[config.mk]
export PLATFORM = sky130hd
export DESIGN_NAME = frame_swap_scheduler_flat
export DESIGN_NICKNAME = d
export VERILOG_FILES = /design/src/rtl/video_pkg.sv /design/src/rtl/frame_swap_scheduler_if.sv /design/src/rtl/frame_swap_scheduler_ce_divider.sv /design/src/rtl/frame_swap_scheduler.sv /design/src/flat_wrapper.sv
export SDC_FILE = /design/constraint.sdc
export NUM_CORES = 1
export LEC_CHECK = 0
export BUFFER_PORTS_ARGS = -buffer_cell sky130_fd_sc_hd__buf_2
export CORE_MARGIN = 2
export CORE_UTILIZATION = 40
export CTS_BUF_LIST = sky130_fd_sc_hd__clkbuf_8
export DETAILED_ROUTE_END_ITERATION = 6
export GPL_ROUTABILITY_DRIVEN = 0
export PLACE_DENSITY = 0.75
export SLEW_MARGIN = 25
export SYNTH_ARGS = -nofsm -noshare
export SYNTH_HDL_FRONTEND = slang
export SYNTH_SLANG_ARGS = --single-unit
export TNS_END_PERCENT = 10
[constraint.sdc]
create_clock -name clk_rgb -period 1.7 [get_ports clk_rgb]
set_input_delay 0.255 -clock clk_rgb [delete_from_list [all_inputs] [get_ports clk_rgb]]
set_output_delay 0.255 -clock clk_rgb [all_outputs]
set_load 0.005 [all_outputs]
[src/rtl/video_pkg.sv]
// ----------------------------------------------------------------------------
// video_pkg
// Types shared by the video pipeline blocks: the frame-swap scheduler FSM
// state encoding and the buffer index type, which the framebuffer and the
// renderer use as well. Also holds a small sizing helper for the ce divider.
// ----------------------------------------------------------------------------
package video_pkg;

    typedef enum logic [1:0] {
        FS_START,
        FS_RENDER,
        FS_READY
    } fs_state_t;

    typedef logic buf_idx_t;

    // Counter width needed to count 0..div-1; at least one bit so that a
    // divide-by-one counter still has a legal declaration.
    function automatic int ce_cnt_width(input int div);
        return (div > 1) ? $clog2(div) : 1;
    endfunction

endpackage

[src/rtl/frame_swap_scheduler_if.sv]
// ----------------------------------------------------------------------------
// frame_swap_scheduler_if
// Bundles the signals between the frame-swap scheduler and the rest of the
// video pipeline (pixel iterator, renderer, framebuffer).
//   ce           scheduler -> iterator   pixel clock enable
//   swap         iterator  -> scheduler  end-of-frame strobe (valid with ce)
//   render_start scheduler -> renderer   1-cycle go pulse
//   render_done  renderer  -> scheduler  1-cycle back-buffer-complete pulse
//   display_buf  scheduler -> scan-out   buffer being displayed
//   draw_buf     scheduler -> renderer   buffer being drawn (= ~display_buf)
//   frame_cnt    scheduler -> status     completed buffer flips (wraps)
//   dropped_cnt  scheduler -> status     repeated frames (saturates)
// Modports: master = scheduler side, slave = pipeline/environment side.
// ----------------------------------------------------------------------------
interface frame_swap_scheduler_if #(
    parameter int FRAME_CNT_WIDTH = 16,
    parameter int DROP_CNT_WIDTH  = 8
) ();
    import video_pkg::*;

    logic                       ce;
    logic                       swap;
    logic                       render_start;
    logic                       render_done;
    buf_idx_t                   display_buf;
    buf_idx_t                   draw_buf;
    logic [FRAME_CNT_WIDTH-1:0] frame_cnt;
    logic [DROP_CNT_WIDTH-1:0]  dropped_cnt;

    modport master (
        output ce, render_start, display_buf, draw_buf, frame_cnt, dropped_cnt,
        input  swap, render_done
    );

    modport slave (
        input  ce, render_start, display_buf, draw_buf, frame_cnt, dropped_cnt,
        output swap, render_done
    );

endinterface

[src/rtl/frame_swap_scheduler_ce_divider.sv]
// ----------------------------------------------------------------------------
// ce_divider
// Generates a registered clock enable that is high for one clk_rgb cycle out
// of every DIV cycles. The counter runs 0..DIV-1; ce is asserted in the cycle
// after the counter reaches DIV-1. DIV=1 gives ce high every cycle after the
// first post-reset edge.
// Ports:
//   clk_rgb  in   pixel-domain clock
//   rst      in   synchronous active-high reset (counter and ce cleared)
//   ce       out  registered clock enable
// ----------------------------------------------------------------------------
module ce_divider
    import video_pkg::*;
#(
    parameter int DIV = 4
) (
    input  logic clk_rgb,
    input  logic rst,
    output logic ce
);

    localparam int             CW   = ce_cnt_width(DIV);
    localparam logic [CW-1:0]  LAST = CW'(DIV - 1);

    logic [CW-1:0] cnt_q, cnt_d;
    logic          ce_q,  ce_d;

    always_comb begin
        cnt_d = (cnt_q == LAST) ? '0 : cnt_q + CW'(1);
        ce_d  = (cnt_q == LAST);
    end

    always_ff @(posedge clk_rgb) begin
        if (rst) begin
            cnt_q <= '0;
            ce_q  <= 1'b0;
        end else begin
            cnt_q <= cnt_d;
            ce_q  <= ce_d;
        end
    end

    assign ce = ce_q;

endmodule

[src/rtl/frame_swap_scheduler.sv]
// ----------------------------------------------------------------------------
// frame_swap_scheduler
// Sequences the video pipeline: drives the pixel clock enable and runs the
// double-buffer handshake between renderer and scan-out. The renderer is
// handed the back buffer (render_start), and once it reports render_done the
// buffers are flipped on the next ce-qualified end-of-frame swap strobe, so
// scan-out never switches buffer mid-frame. If a frame ends before rendering
// completes, the displayed buffer is repeated and counted as dropped.
// Ports:
//   clk_rgb  in      sole clock
//   rst      in      synchronous active-high reset; aborts any frame in flight
//   bus      master  ce, swap, render_start, render_done, display_buf,
//                    draw_buf, frame_cnt, dropped_cnt
// Configuration macro: FRAME_SWAP_DROP_CNT_EN
//   defined   -> dropped_cnt is a saturating counter of dropped frames
//   undefined -> no counter logic, dropped_cnt tied to zero
// ----------------------------------------------------------------------------
module frame_swap_scheduler
    import video_pkg::*;
#(
    parameter int CE_DIV          = 4,
    parameter int FRAME_CNT_WIDTH = 16,
    parameter int DROP_CNT_WIDTH  = 8
) (
    input  logic                   clk_rgb,
    input  logic                   rst,
    frame_swap_scheduler_if.master bus
);

    logic ce;

    ce_divider #(.DIV(CE_DIV)) u_ce_divider (
        .clk_rgb (clk_rgb),
        .rst     (rst),
        .ce      (ce)
    );

    fs_state_t                  state_q, state_d;
    logic                       render_start_q, render_start_d;
    buf_idx_t                   display_buf_q, display_buf_d;
    logic [FRAME_CNT_WIDTH-1:0] frame_cnt_q, frame_cnt_d;
    logic                       fe;

`ifdef FRAME_SWAP_DROP_CNT_EN
    logic                       drop_ev;
    logic [DROP_CNT_WIDTH-1:0]  dropped_cnt_q, dropped_cnt_d;

    function automatic logic [DROP_CNT_WIDTH-1:0] sat_inc(
        input logic [DROP_CNT_WIDTH-1:0] v
    );
        return (v == '1) ? v : v + DROP_CNT_WIDTH'(1);
    endfunction
`endif

    // The iterator holds swap for a whole ce period; only the ce cycle counts.
    assign fe = bus.swap && ce;

    always_comb begin
        state_d        = state_q;
        render_start_d = 1'b0;
        display_buf_d  = display_buf_q;
        frame_cnt_d    = frame_cnt_q;
`ifdef FRAME_SWAP_DROP_CNT_EN
        drop_ev        = 1'b0;
`endif
        case (state_q)
            FS_START: begin
                render_start_d = 1'b1;
                state_d        = FS_RENDER;
            end
            FS_RENDER: begin
                if (bus.render_done && fe) begin
                    display_buf_d = ~display_buf_q;
                    frame_cnt_d   = frame_cnt_q + FRAME_CNT_WIDTH'(1);
                    state_d       = FS_START;
                end else if (bus.render_done) begin
                    state_d = FS_READY;
                end else if (fe) begin
`ifdef FRAME_SWAP_DROP_CNT_EN
                    drop_ev = 1'b1;
`endif
                end
            end
            FS_READY: begin
                // A stray render_done here is a protocol error and is ignored.
                if (fe) begin
                    display_buf_d = ~display_buf_q;
                    frame_cnt_d   = frame_cnt_q + FRAME_CNT_WIDTH'(1);
                    state_d       = FS_START;
                end
            end
            default: state_d = FS_START;
        endcase
    end

    always_ff @(posedge clk_rgb) begin
        if (rst) begin
            state_q        <= FS_START;
            render_start_q <= 1'b0;
            display_buf_q  <= 1'b0;
            frame_cnt_q    <= '0;
        end else begin
            state_q        <= state_d;
            render_start_q <= render_start_d;
            display_buf_q  <= display_buf_d;
            frame_cnt_q    <= frame_cnt_d;
        end
    end

`ifdef FRAME_SWAP_DROP_CNT_EN
    always_comb begin
        dropped_cnt_d = drop_ev ? sat_inc(dropped_cnt_q) : dropped_cnt_q;
    end

    always_ff @(posedge clk_rgb) begin
        if (rst) begin
            dropped_cnt_q <= '0;
        end else begin
            dropped_cnt_q <= dropped_cnt_d;
        end
    end

    assign bus.dropped_cnt = dropped_cnt_q;
`else
    assign bus.dropped_cnt = '0;
`endif

    assign bus.ce           = ce;
    assign bus.render_start = render_start_q;
    assign bus.display_buf  = display_buf_q;
    assign bus.draw_buf     = ~display_buf_q;
    assign bus.frame_cnt    = frame_cnt_q;

endmodule

[src/flat_wrapper.sv]
// flat-port wrapper written by rule: the top's interface ports become plain ports
module frame_swap_scheduler_flat import video_pkg::*;
#(
    parameter int CE_DIV          = 4,
    parameter int FRAME_CNT_WIDTH = 16,
    parameter int DROP_CNT_WIDTH  = 8
)
  (clk_rgb, rst, bus_ce, bus_render_start, bus_display_buf, bus_draw_buf, bus_frame_cnt, bus_dropped_cnt, bus_swap, bus_render_done);
  frame_swap_scheduler_if #(.FRAME_CNT_WIDTH(FRAME_CNT_WIDTH), .DROP_CNT_WIDTH(DROP_CNT_WIDTH)) bus_i ();
  input  logic clk_rgb;
  input  logic rst;
  output wire logic [$bits(bus_i.ce)-1:0] bus_ce;
  output wire logic [$bits(bus_i.render_start)-1:0] bus_render_start;
  output wire logic [$bits(bus_i.display_buf)-1:0] bus_display_buf;
  output wire logic [$bits(bus_i.draw_buf)-1:0] bus_draw_buf;
  output wire logic [$bits(bus_i.frame_cnt)-1:0] bus_frame_cnt;
  output wire logic [$bits(bus_i.dropped_cnt)-1:0] bus_dropped_cnt;
  input wire logic [$bits(bus_i.swap)-1:0] bus_swap;
  input wire logic [$bits(bus_i.render_done)-1:0] bus_render_done;
  assign bus_ce = bus_i.ce;
  assign bus_render_start = bus_i.render_start;
  assign bus_display_buf = bus_i.display_buf;
  assign bus_draw_buf = bus_i.draw_buf;
  assign bus_frame_cnt = bus_i.frame_cnt;
  assign bus_dropped_cnt = bus_i.dropped_cnt;
  assign bus_i.swap = bus_swap;
  assign bus_i.render_done = bus_render_done;
  frame_swap_scheduler #(.CE_DIV(CE_DIV), .FRAME_CNT_WIDTH(FRAME_CNT_WIDTH), .DROP_CNT_WIDTH(DROP_CNT_WIDTH)) u_core (.clk_rgb(clk_rgb), .rst(rst), .bus(bus_i));
endmodule
==> results.txt <==
- The worst register-to-register path begins at u_core.state_q[0]$_SDFFE_PP0P_.
- Total number of vias: 1,113
- The via count of the first global-routing pass came to roughly 1,100.
- For this run, the slowest stage of the critical path takes ~0.55 ns.
- Class of the tightest hold or removal check: in2reg
* Fin. Hold Viols: 0
* Proportion of total power due to net switching: between 20 and 30%
- Counting every instance in the synthesized netlist gives approximately 130.
* Critical register-to-register path endpoint: u_core.bus.frame_cnt[6]$_SDFFE_PP0P_
* Proportion of layout cells with a drive suffix above 1: 42.1%
- In this run, the number of DRC markers left after iteration 0 of detailed routing was 36.
- Width of the die: 58.9 µm
* R2R depth: 7
- TritonCTS built the clock tree.
* RSZ-0062 raised after global routing: yes
- The synthesized netlist contains 33 unique library cells.
- Number of placement rows: 19
- The slowest stage of the critical path belongs to the cell sky130_fd_sc_hd__or4_4.
* Crit path arrival time: around 1.9 ns
- Startpoint of the most critical setup path: u_core.state_q[0]$_SDFFE_PP0P_
- Internal power: 915 µW
- The number of placed instances, taps included, is slightly below 200.
- Longest Clk Path Bufs: 2
- Part of the total power dissipated in sequential elements: approximately 46%
* Crit share post-route: 102%
- Clock latency on the worst-skew pair: 0.27 ns
* HPWL after DPL: ~1800 µm
- The initial antenna violation count is 0.
- Count of non-filler cells in the finished layout: 202
- Placeable core area: about 2800 µm²
- Summing all placed instances gives a cell area of 1400 µm².
- The completed layout was analyzed and its total power is 1290 µW.
* Critical path, cell by cell: inv_4 -> ha_4 -> buf_6 -> buf_6 -> nand3_4 -> or4_4 -> a21oi_4
* Residual DRC: 2
- P_sw: approximately 380 µW
* Part of the power in the clock network: 26.6%
* Worst max-slew margin expressed relative to the limit: 65.0%
- Slew Viols, Final: 0
* Global-route wire length before repair: between 4000 and 5000 µm
* Average wire length per cell after detail routing: approximately 14 µm
- Class of the most critical setup path: reg2reg
* Power share of the combinational group: approximately 28%
* Critical path endpoint category: flip-flop
* Detail Route Antenna Nets: 0
- VDD sags by at most around 550 µV.
- Final-report setup violation count: 1
- Cell seen most often among critical-path stages: sky130_fd_sc_hd__buf_6
- Number of nets in the layout: around 180
- Required time of the worst setup path: 1.90 ns
- Delay-heaviest family, CP: simple AND/OR/NAND/NOR gates
* Run status: finished, violations left
* Worst path bufs/invs: 3
- Buffers placed on the I/O ports in this run total 23.
- Measured along the y axis, the die boundary spans around 60 µm.
- Total Routed Length: 2860 µm
- Pin placement for this block handled 32 I/O pins.
- Along the worst path, the maximum fanout reaches 3.
- After synthesis the cells add up to 1200 µm².
- Power density of the placed cells: approximately 820 nW/µm²
- After clock tree synthesis, the clock-pin slew on the worst setup and hold paths is 0.08 ns.
- Number of filler cells placed in the layout: around 270
* Diode insertion count for antenna repair: 0
- CP Capture Point: u_core.bus.frame_cnt[6]$_SDFFE_PP0P_
* Area growth syn-to-layout: 31.6%
- Entering global routing, the biggest net connects 28 pins.
* Root Buffer: sky130_fd_sc_hd__clkbuf_8
- Fin worst setup slack: -0.0372 ns
- R2R setup slack: -0.04 ns
* Sequential fraction of the synthesis area: a little under two fifths
- Finished Cell Area: roughly 1600 µm²
- Number of gates on the worst path with buffers counted: 7
- Min Tclk post-route: approximately 1.7 ns
* Static Leakage: 0.000653 µW
* Number of synthesized register bits: 23
* Overflow after GRT: 0
- Startpoint type of the worst setup path: flip-flop
- CTS built an H-tree with a depth of 1.
- Count of synthesis-stage warnings from yosys: 0
- Die area: between 3000 and 4000 µm²
- The number of clock buffers added by TritonCTS is 3.
- Using the TritonRoute via totals, the vias-per-cell ratio works out to approximately 5.5.
- The tree built by TritonCTS fans out to 23 sinks.
- The first detailed-routing pass took 6 iterations.
* Worst clock skew on the final layout: between 0.003 and 0.004 ns
* Initial cell density of the core: between 40 and 50%
- Actual transition at the worst max-transition pin: between 0.5 and 0.6 ns
- Static timing analysis puts the maximum clock frequency at approximately 0.58 GHz.
- In the global route stage, overall resource usage came out at 18.0%.
- Number of violations of the max-capacitance limit: 0
- The final reports fail on DRC, setup timing.
- Syn_area_per_cell: approximately 9.0 µm²
## layout make-up
cell class / count / area (µm²) / area share, %
sequential: 23 / 465 / 29.4
multi-input combinational: 99 / 761 / 48.0
clock inverter: 1 / 3.75 / 0.237
clock buffer: 3 / 41.3 / 2.60
timing repair buffer: 41 / 258 / 16.3
tap: 31 / 38.8 / 2.45
inverter: 4 / 17.5 / 1.10
## timing repair
action                     4_1_cts  5_1_grt
gates cloned                     1        0
hold buffers                     0        0
pin swaps                        4       10
setup buffers                    0        2
gates resized for setup         14       13
setup endpoints to repair       14       10
## synth_stat cells
master / instances / area (µm²)
sky130_fd_sc_hd__nand4_1: 3 / 18.8
sky130_fd_sc_hd__o31ai_1: 7 / 52.6
sky130_fd_sc_hd__ha_1: 5 / 62.6
sky130_fd_sc_hd__dfxtp_1: 23 / 460
sky130_fd_sc_hd__o22a_2: 1 / 10.0
sky130_fd_sc_hd__o21ai_0: 6 / 30.0
sky130_fd_sc_hd__nor3b_1: 3 / 22.5
sky130_fd_sc_hd__nand3_1: 9 / 45.0
sky130_fd_sc_hd__clkbuf_1: 4 / 15.0
sky130_fd_sc_hd__and3_1: 1 / 6.26
sky130_fd_sc_hd__and2_1: 1 / 6.26
sky130_fd_sc_hd__nor4_1: 1 / 6.26
sky130_fd_sc_hd__nor3_1: 1 / 5.00
sky130_fd_sc_hd__o22ai_1: 1 / 6.26
sky130_fd_sc_hd__a21oi_1: 14 / 70.1
sky130_fd_sc_hd__and4_1: 2 / 17.5
sky130_fd_sc_hd__buf_6: 2 / 22.5
sky130_fd_sc_hd__a21o_1: 1 / 7.51
sky130_fd_sc_hd__nor2b_4: 1 / 13.8
sky130_fd_sc_hd__mux2_2: 4 / 45.0
sky130_fd_sc_hd__inv_1: 4 / 15.0
sky130_fd_sc_hd__conb_1: 1 / 3.75
sky130_fd_sc_hd__mux2i_1: 1 / 10.0
sky130_fd_sc_hd__or4_1: 7 / 52.6
sky130_fd_sc_hd__nand2_1: 4 / 15.0
sky130_fd_sc_hd__nand4_4: 1 / 21.3
sky130_fd_sc_hd__or3_2: 1 / 7.51
sky130_fd_sc_hd__buf_4: 9 / 67.6
sky130_fd_sc_hd__or3_1: 3 / 18.8
sky130_fd_sc_hd__nor2b_1: 6 / 37.5
sky130_fd_sc_hd__nor2_1: 5 / 18.8
sky130_fd_sc_hd__nand4b_1: 1 / 8.76
sky130_fd_sc_hd__buf_2: 1 / 5.00
## registers in the layout, summed over array words and instances, names as in the netlist
signal                     cells
u_core.bus.display_buf         1
u_core.bus.frame_cnt          16
u_core.bus.render_start        1
u_core.state_q                 2
u_core.u_ce_divider.ce         1
u_core.u_ce_divider.cnt_q      2
## cells in the final DEF, fill, tap and decap left out, drive strengths merged, types with 5 or more instances in the layout
cell type,n
buf,41
dfxtp,23
a21oi,14
nand3,9
conb,8
o31ai,7
nor2b,7
or4,7
o21ai,6
nor2,5
inv,5
ha,5
## kinds of logic (layout without fill, tap and decap cells)
logic type               Yosys count  in the layout  share of synthesized area (%)
AND/OR/NAND/NOR                   50             50                           26.7
AO/OA/AOI/OAI                     30             31                           14.6
flip-flops                        23             23                           38.2
buffers and inverters             20             49                           10.4
adder cells (fa/ha/maj)            5              5                           5.19
multiplexers                       5              5                           4.57
other                              1              8                          0.311
## routing by layer
metal	part of all wire (%)	vias up	wire length, µm	track usage, %
met5	0	-	0	0
met3	3.7	4	106	3.74
met2	49	23	1390	30.0
met1	47	533	1330	22.0
met4	0.98	0	28	8.44
li1	-	553	-	-
## stage by stage
| stage | setup WS (ns) | hold WS, ns | util (%) | setup TNS [ns] |
|---|---|---|---|---|
| 2_1_floorplan | -0.0289 | 0.408 | - | -0.0759 |
| 3_3_place_gp | -0.0769 | 0.416 | 49.9 | -0.150 |
| 3_5_place_dp | -0.152 | 0.435 | 49.9 | -1.03 |
| 4_1_cts | 0.00564 | 0.291 | 54.1 | 0 |
| 5_1_grt | -0.0852 | 0.301 | 56.5 | -0.283 |
| 6_report | -0.0372 | 0.293 | 56.5 | -0.0372 |
## power by group through the flow
stage | clock network (µW) | logic, µW | registers (µW)
3_5_place_dp | 0 | 277 | 596
2_1_floorplan | 0 | 176 | 601
4_1_cts | 351 | 326 | 590
5_1_grt | 374 | 393 | 595
6_report | 344 | 358 | 590
3_3_place_gp | 0 | 267 | 594
## worst min path at each step
| stage | startpoint | to | slack (ns) | depth (start not counted) |
|---|---|---|---|---|
| after floorplan | u_core.u_ce_divider.cnt_q[0]$_SDFF_PP0_ | u_core.u_ce_divider.cnt_q[0]$_SDFF_PP0_ | 0.41 | 1 |
| after CTS | bus_render_done | u_core.state_q[1]$_SDFFE_PP0P_ | 0.29 | 3 |
| after global routing | bus_render_done | u_core.state_q[1]$_SDFFE_PP0P_ | 0.30 | 3 |
| after global placement | u_core.u_ce_divider.cnt_q[0]$_SDFF_PP0_ | u_core.u_ce_divider.cnt_q[0]$_SDFF_PP0_ | 0.42 | 1 |
| after detailed placement | u_core.u_ce_divider.cnt_q[0]$_SDFF_PP0_ | u_core.u_ce_divider.cnt_q[0]$_SDFF_PP0_ | 0.44 | 1 |
| final | bus_render_done | u_core.state_q[1]$_SDFFE_PP0P_ | 0.29 | 3 |
## worst reg2reg max path: stages (launching register included)
cell	delay [ns]
sky130_fd_sc_hd__dfxtp_4	0.39
sky130_fd_sc_hd__inv_4	0.04
sky130_fd_sc_hd__ha_4	0.28
sky130_fd_sc_hd__buf_6	0.11
sky130_fd_sc_hd__buf_6	0.10
sky130_fd_sc_hd__nand3_4	0.06
sky130_fd_sc_hd__or4_4	0.55
sky130_fd_sc_hd__a21oi_4	0.14
(Power assumes the default switching activity.)
